File: src/rtl/apb_bridge_pkg.sv
// Shared types and address map for the AHB-to-APB bridge controller.
// The state encoding is 3 bits wide; the address map has three 64 MB slave windows.
package apb_bridge_pkg;

    typedef enum logic [2:0] {
        ST_IDLE     = 3'd0,
        ST_WWAIT    = 3'd1,
        ST_READ     = 3'd2,
        ST_WRITE    = 3'd3,
        ST_WRITEP   = 3'd4,
        ST_RENABLE  = 3'd5,
        ST_WENABLE  = 3'd6,
        ST_WENABLEP = 3'd7
    } state_t;

    localparam logic [31:0] SLV0_BASE = 32'h8000_0000;
    localparam logic [31:0] SLV1_BASE = 32'h8400_0000;
    localparam logic [31:0] SLV2_BASE = 32'h8800_0000;
    localparam logic [31:0] MAP_TOP   = 32'h8C00_0000;
    localparam logic [2:0]  SEL_NONE  = 3'b000;

    function automatic logic [2:0] addr_to_sel(input logic [31:0] addr);
        logic [2:0] sel;
        sel = SEL_NONE;
        if (addr >= SLV0_BASE && addr < SLV1_BASE) begin
            sel = 3'b001;
        end else if (addr >= SLV1_BASE && addr < SLV2_BASE) begin
            sel = 3'b010;
        end else if (addr >= SLV2_BASE && addr < MAP_TOP) begin
            sel = 3'b100;
        end
        return sel;
    endfunction

endpackage

File: src/rtl/apb_sel_decoder.sv
// Combinational address to one-hot APB slave select; zero latency.
// Addresses outside the map give an all-zero select.
module apb_sel_decoder
    import apb_bridge_pkg::*;
#(
    parameter int ADDR_W = 32,
    parameter int NSEL   = 3
) (
    input  logic [ADDR_W-1:0] addr_i,
    output logic [NSEL-1:0]   sel_o
);

    assign sel_o = NSEL'(addr_to_sel(32'(addr_i)));

endmodule

File: src/rtl/apb_bridge_controller.sv
// AHB-to-APB transfer sequencer: read SETUP one edge after valid, write SETUP two edges after.
// hreadyout stalls AHB during SETUP; optional macro APB_PREADY_EN stretches ACCESS on pready.
module apb_bridge_controller
    import apb_bridge_pkg::*;
#(
    parameter int ADDR_W = 32,
    parameter int DATA_W = 32,
    parameter int NSEL   = 3
) (
    input  logic              hclk,
    input  logic              hreset,
    input  logic              valid,
    input  logic              hwrite,
    input  logic              hwrite_reg,
    input  logic [ADDR_W-1:0] haddr,
    input  logic [ADDR_W-1:0] haddr_1,
    input  logic [ADDR_W-1:0] haddr_2,
    input  logic [DATA_W-1:0] hwdata,
    input  logic [DATA_W-1:0] hwdata_1,
`ifdef APB_PREADY_EN
    input  logic              pready,
`endif
    output logic              pwrite,
    output logic              penable,
    output logic [NSEL-1:0]   pselx,
    output logic [ADDR_W-1:0] paddr,
    output logic [DATA_W-1:0] pwdata,
    output logic              hreadyout
);

    state_t            state_q, state_d;
    logic              pwrite_q, pwrite_d;
    logic              penable_q, penable_d;
    logic [NSEL-1:0]   pselx_q, pselx_d;
    logic [ADDR_W-1:0] paddr_q, paddr_d;
    logic [DATA_W-1:0] pwdata_q, pwdata_d;
    logic              hreadyout_q, hreadyout_d;

    logic [ADDR_W-1:0] dec_addr;
    logic [NSEL-1:0]   dec_sel;
    logic              in_access;
    logic              acc_done;

`ifdef APB_PREADY_EN
    localparam logic ACC_HREADY = 1'b0;
    assign acc_done = pready;
`else
    localparam logic ACC_HREADY = 1'b1;
    assign acc_done = 1'b1;
`endif

    assign in_access = (state_q == ST_RENABLE) || (state_q == ST_WENABLE) ||
                       (state_q == ST_WENABLEP);

    // A write SETUP takes the address from the stage matching how long the data lagged.
    always_comb begin
        dec_addr = haddr;
        if (state_q == ST_WWAIT) begin
            dec_addr = haddr_1;
        end else if (state_q == ST_WENABLEP && hwrite_reg) begin
            dec_addr = haddr_2;
        end
    end

    apb_sel_decoder #(
        .ADDR_W (ADDR_W),
        .NSEL   (NSEL)
    ) u_sel_decoder (
        .addr_i (dec_addr),
        .sel_o  (dec_sel)
    );

    always_comb begin
        state_d     = state_q;
        pwrite_d    = pwrite_q;
        penable_d   = penable_q;
        pselx_d     = pselx_q;
        paddr_d     = paddr_q;
        pwdata_d    = pwdata_q;
        hreadyout_d = hreadyout_q;

        case (state_q)
            ST_IDLE:     if (valid) state_d = hwrite ? ST_WWAIT : ST_READ;
            ST_WWAIT:    state_d = valid ? ST_WRITEP : ST_WRITE;
            ST_READ:     state_d = ST_RENABLE;
            ST_WRITE:    state_d = valid ? ST_WENABLEP : ST_WENABLE;
            ST_WRITEP:   state_d = ST_WENABLEP;
            ST_RENABLE,
            ST_WENABLE: begin
                if (acc_done) begin
                    if (valid) state_d = hwrite ? ST_WWAIT : ST_READ;
                    else       state_d = ST_IDLE;
                end
            end
            ST_WENABLEP: begin
                if (acc_done) begin
                    if (!hwrite_reg) state_d = ST_READ;
                    else             state_d = valid ? ST_WRITEP : ST_WRITE;
                end
            end
            default:     state_d = ST_IDLE;
        endcase

        if (in_access && !acc_done) begin
            hreadyout_d = 1'b0;
        end else begin
            case (state_d)
                ST_IDLE, ST_WWAIT: begin
                    pselx_d     = '0;
                    penable_d   = 1'b0;
                    hreadyout_d = 1'b1;
                end
                ST_READ: begin
                    paddr_d     = dec_addr;
                    pselx_d     = dec_sel;
                    pwrite_d    = 1'b0;
                    penable_d   = 1'b0;
                    hreadyout_d = 1'b0;
                end
                ST_WRITE, ST_WRITEP: begin
                    paddr_d     = dec_addr;
                    pwdata_d    = (state_q == ST_WENABLEP) ? hwdata_1 : hwdata;
                    pselx_d     = dec_sel;
                    pwrite_d    = 1'b1;
                    penable_d   = 1'b0;
                    hreadyout_d = 1'b0;
                end
                default: begin
                    penable_d   = 1'b1;
                    hreadyout_d = ACC_HREADY;
                end
            endcase
        end
    end

    always_ff @(posedge hclk or posedge hreset) begin
        if (hreset) begin
            state_q     <= ST_IDLE;
            pwrite_q    <= 1'b0;
            penable_q   <= 1'b0;
            pselx_q     <= '0;
            paddr_q     <= '0;
            pwdata_q    <= '0;
            hreadyout_q <= 1'b1;
        end else begin
            state_q     <= state_d;
            pwrite_q    <= pwrite_d;
            penable_q   <= penable_d;
            pselx_q     <= pselx_d;
            paddr_q     <= paddr_d;
            pwdata_q    <= pwdata_d;
            hreadyout_q <= hreadyout_d;
        end
    end

    assign pwrite    = pwrite_q;
    assign penable   = penable_q;
    assign pselx     = pselx_q;
    assign paddr     = paddr_q;
    assign pwdata    = pwdata_q;
    assign hreadyout = hreadyout_q;

endmodule

File: config.mk
export PLATFORM = sky130hd
export DESIGN_NAME = apb_bridge_controller
export DESIGN_NICKNAME = d
export VERILOG_FILES = /design/src/rtl/apb_bridge_pkg.sv /design/src/rtl/apb_sel_decoder.sv /design/src/rtl/apb_bridge_controller.sv
export SDC_FILE = /design/constraint.sdc
export NUM_CORES = 1
export LEC_CHECK = 0
export CAP_MARGIN = 20
export CORE_MARGIN = 1.5
export CORE_UTILIZATION = 40
export DETAILED_ROUTE_END_ITERATION = 7
export PLACE_DENSITY = 0.85
export SLEW_MARGIN = 5
export SYNTH_ARGS = -nofsm -noshare
export SYNTH_HDL_FRONTEND = slang
export SYNTH_HIERARCHICAL = 1
export SYNTH_SLANG_ARGS = --single-unit
File: constraint.sdc
create_clock -name hclk -period 3 [get_ports hclk]
set_input_delay 0.6 -clock hclk [delete_from_list [all_inputs] [get_ports hclk]]
set_output_delay 0.6 -clock hclk [all_outputs]
set_load 0.05 [all_outputs]
======== After elaboration in Yosys (flattened, before gate mapping) ========
Index checks and enable logic that the tools add are counted.
word-level totals
  bits in read-only memories .............. 0
  memories ................................ 0
  register bits after elaboration ......... 73
  RAM bits ................................ 0
  latch bits .............................. 0
cells by class
  add/subtract/negate cells ............... 0
  muxes and demuxes ....................... 17
  shift operators ......................... 0
  magnitude comparators ................... 6
  multipliers ............................. 0
  reductions and logical operators ........ 13
  eq/ne operators ......................... 11
  bitwise gates (word level) .............. 0
  divide/modulo/power cells ............... 0
operator list
  operator                                                               number
  32-bit greater-or-equal comparator, second input constant              3
  32-bit < comparator, second input constant                             3
  32-bit 2-to-1 mux                                                      3
  3-bit one-hot mux with 7 select lines                                  1
  3-bit 2-to-1 mux                                                       6
  3-bit equality test, second input constant                             5
  3-bit by 2-bit equality test with 1-bit output, second input constant  4
  3-bit by 1-bit equality test with 1-bit output, second input constant  2
  3-bit zero test                                                        2
  3-bit one-hot mux with 2 select lines                                  1
  2-bit OR reduction                                                     3
  5-bit OR reduction                                                     1
  1-bit logical AND                                                      4
  2-bit 2-to-1 mux                                                       2
  2-bit nonzero test                                                     2
  1-bit 2-to-1 mux                                                       3
  3-bit OR reduction                                                     1
  1-bit one-hot mux with 2 select lines                                  1

======== Logic depth before layout (Yosys ltp) ========
  depth after elaboration ................. 10
  gate-level depth with buffers ........... 9
  gate-level depth less buffers ........... 6

======== Cells and area by module ========
The synthesis kept the hierarchy.
modules (own cells, without submodules)
  module                 area each (um2)  cells each  times used  sequential area each (um2)
  apb_bridge_controller  4286.6           362         1           1828.0
  apb_sel_decoder        43.8             4           1           0.0

======== Least setup slack after synthesis ========
Ideal clock, no wire load.
  path type ............................... input -> register
  start point ............................. input port hwrite_reg
  end point ............................... register pselx_q[2] (netlist: pselx[2])
  setup slack ............................. 833 ps
  buffers on the path ..................... 1
  required time ........................... 2933 ps
  cell stages on the path ................. 7
  data arrival time ....................... 2100 ps
  cells stage by stage .................... nand3_4 buf_2 mux2i_1 mux2i_1 or4b_4 nor3b_2 a22o_1
between the ends
  cells in the longest elaborated chain, start to end .. 9
  elaborated cells between the ends (all ways) .. 26
  those cells by class .................... 6 x order compare; 4 x eq/ne; 8 x mux; 8 x reduce/logical
RTL lines
  element                                                                    RTL line                      text
  from (decl)                                                                apb_bridge_controller.sv:14   input logic hwrite_reg,
  1-bit logical AND *                                                        apb_bridge_controller.sv:60   end else if (state_q == ST_WENABLEP && hwrite_reg) begin
  32-bit 2-to-1 mux *                                                        apb_bridge_controller.sv:60
  32-bit 2-to-1 mux *                                                        apb_bridge_controller.sv:58   if (state_q == ST_WWAIT) begin
  net dec_addr[28]                                                           apb_bridge_controller.sv:39   logic [ADDR_W-1:0] dec_addr;
  32-bit greater-or-equal comparator or 32-bit < comparator (tied branches)  apb_bridge_pkg.sv:29          end else if (addr >= SLV2_BASE && addr < MAP_TOP) begin
  1-bit logical AND                                                          apb_bridge_pkg.sv:29
  3-bit 2-to-1 mux                                                           apb_bridge_pkg.sv:29
  3-bit 2-to-1 mux                                                           apb_bridge_pkg.sv:27          end else if (addr >= SLV1_BASE && addr < SLV2_BASE) begin
  3-bit 2-to-1 mux *                                                         apb_bridge_pkg.sv:25          if (addr >= SLV0_BASE && addr < SLV1_BASE) begin
  net dec_sel[2]                                                             apb_bridge_controller.sv:40   logic [NSEL-1:0] dec_sel;
  3-bit one-hot mux with 2 select lines *                                    apb_bridge_controller.sv:107  case (state_d)
  to (signal assigned)                                                       apb_bridge_controller.sv:149  pselx_q <= pselx_d;
  to (decl)                                                                  apb_bridge_controller.sv:34   logic [NSEL-1:0] pselx_q, pselx_d;
Mark *: on every way through the listed nets, which the timed path passes. The rest lies on a longest branch.
A chain may end at the register's enable or synchronous reset.

======== Final worst setup path ========
Same ends and word-level chain as after synthesis.

==> impl_metrics.ini <==
[critical_path]
worstPathRequired_ns = 3.28
cp.arrival_ns = 2.65
endpoint_kind = flop
cp_max_fo = 10
startpoint_type = primary input
crit_type = in2reg

[clocking]
tritoncts = built
root_buffer = clkbuf_8
post-cts-setup-buffers = 0
cts_resized = 0
cts-hold-fix-buffers = 0
path_clk_slew_ns = 0.08
cts_buffer_depth = 2
cts.sink_count = 73
clk_latency_ns = 0.35
htree_num_levels = 3
cts_made_buffers = 9

[synthesis]
synth_adder_area_share_pct = 0
syn_area_um2 = 4330
synthTopCellsByArea = dfrtp_1 42%, mux2i_1 30%, mux2_4 7.3%
yosysTopAreaCellShare_pct = 41.6
syn_inst = 366
synth_area_leader_cell = dfrtp_1
synthMuxAreaShare_pct = 39.7
yosys_warnings = 6
synth_seq_cells = 73
avgSynthCellArea_um2 = 11.8
synth-xor-area-share_pct = 0
syn-num-nets = 531
synth_compound_area_share_pct = 6.73
synth_top_family_by_area = multiplexers
synthSimpleGateAreaFrac_pct = 6.67
yosysUniqueCellTypes = 33
yosysSeqAreaShare_pct = 42.2

[drt]
firstDrtPassIters = 4
drt-total-wl_um = 12200
antenna_left = 0
routedWlPerCell_um = 16.6
via_per_inst = 4.99
post-route-drc-count = 0
first_iter_violations = 140
vias = 3670

[finish]
num_antenna_cells = 0
nFillCells = 809
nets = 759
drive_gt1_share_pct = 11.9
syn_to_final_growth_pct = 61.6
layout_common_cells = 234 x clkdlybuf4s50_1, 128 x mux2i_1, 71 x dfrtp_1
fin_util_pct = 67.2
final_common_cell = clkdlybuf4s50_1

[floorplan]
fp.dieArea_um2 = 11500
die_w_um = 107
dieHeight_um = 107
initial_core_util_pct = 41.6
io_pins = 235
rows = 37
core_area_um2 = 10400

[sta]
max-slew-margin-rel_pct = 61.2
tightest_slew_ns = 0.581
fmax_ghz = 0.423
hold_viol_final = 0
tns_ns = 0
setup_viol = 0
rsz0062_at_grt = false
clock_skew_ns = 0.0121
finalMaxSlewViolations = 0
fin_crit_sh_pct = 78.8
fin_crit_ns = 2.37

[place]
gp_congestion = 0.787
dp_hpwl_um = 9480
io_buffers = 234

[grt]
gr-total-overflow = 0
grt_pass1_wl_um = 18900
groute.usage.overall_pct = 21.0
antenna_found_initial = 0
grt_pass1_vias = 3885
grt_start_max_net_pins = 67

[pwr]
powerDensity_nw_per_um2 = 1120
p_leak_nw = 3.43
ir_drop_uv = 555

[hold_path]
hp-class = reg2reg

[job]
drv_cap = 0

[outcome]
outcome = complete, no violations
## synth_stat cells
master,n
a22o_1,3
dfrtp_1,72
nor2b_1,1
o21ai_0,38
a21oi_1,4
mux2_2,11
o22ai_1,1
nand2b_4,1
nor2_8,1
a21boi_0,1
a21oi_4,1
nand2b_1,1
and3_1,1
inv_1,3
nand4_1,1
nor2_1,3
dfstp_2,1
buf_6,9
nor3_1,1
clkbuf_1,3
nand2_1,35
and2b_2,1
nand3_4,1
o221ai_1,1
nand3_1,2
or2b_1,1
buf_2,14
nor3b_2,2
mux2_4,21
or4b_4,1
o21ai_4,1
buf_4,1
mux2i_1,128
## where the power goes
group          switching [mW]  total [mW]  internal (mW)  leakage (nW)
combinational            3.01        5.17           2.15          2.44
sequential              0.327        1.81           1.48         0.885
clock                   0.370       0.860          0.490         0.106
## routing by layer
layer	share of wire, %	up-vias	global-route usage [%]
met5	0	-	0
met4	1.6	0	6.67
met3	10	17	7.60
met2	52	168	39.0
met1	37	1718	21.8
li1	-	1767	-
## stage by stage
step / hold slack [ns] / cells / total power, mW / area (µm²) / setup slack (ns)
final: 0.481 / 735 / 7.83 / 7000 / 0.635
after global routing: 0.506 / 735 / 8.26 / 7000 / 0.510
after CTS: 0.487 / 734 / 7.90 / 6970 / 0.575
after detailed placement: 0.470 / 718 / 7.01 / 6750 / 0.260
after global placement: 0.462 / 718 / 6.89 / 6750 / 0.344
after floorplan: 0.662 / 366 / 5.50 / 4330 / 0.548
## cell type report
class	count	area (µm²)	share of cell area, %
Clock inverter	5	80.1	1.14
Timing Repair Buffer	244	2450	35.0
Inverter	3	11.3	0.161
Clock buffer	11	141	2.02
Tap cell	136	170	2.43
Sequential cell	73	1830	26.1
Multi-Input combinational cell	263	2320	33.1
## cells by family (layout without fill, tap and decap cells)
group / after synthesis / after routing
buf+inv: 30 / 263
flops: 73 / 73
mux: 160 / 160
simple gates: 53 / 53
compound gates: 50 / 50
## worst max-delay path, stage by stage
cell and delay (ns):
clkdlybuf4s50_1 0.57, nand3_4 0.21, mux2i_1 0.20, mux2i_1 0.12, or4b_4 0.59, nor3b_2 0.19, a22o_1 0.15
## final timing paths
check | start | end | slack, ns | depth (start not counted)
setup / recovery | hwrite_reg | pselx[2] | 0.63 | 7
hold / removal | pwdata[4] | pwdata[4] | 0.48 | 2
setup reg to reg | state_q[1] | pselx[2] | 0.70 | 6
hold reg to reg | pwdata[4] | pwdata[4] | 0.48 | 2
max in group asynchronous | hreset | pwdata[10] | 1.60 | 3
min in group asynchronous | hreset | pwdata[5] | 0.63 | 2
## registers in the layout, summed over array words and instances (netlist names)
register and count:
pwrite 1, pwdata 32, state_q 3, pselx 3, paddr 32, hreadyout 1
penable 1
(Power assumes the default switching activity.)
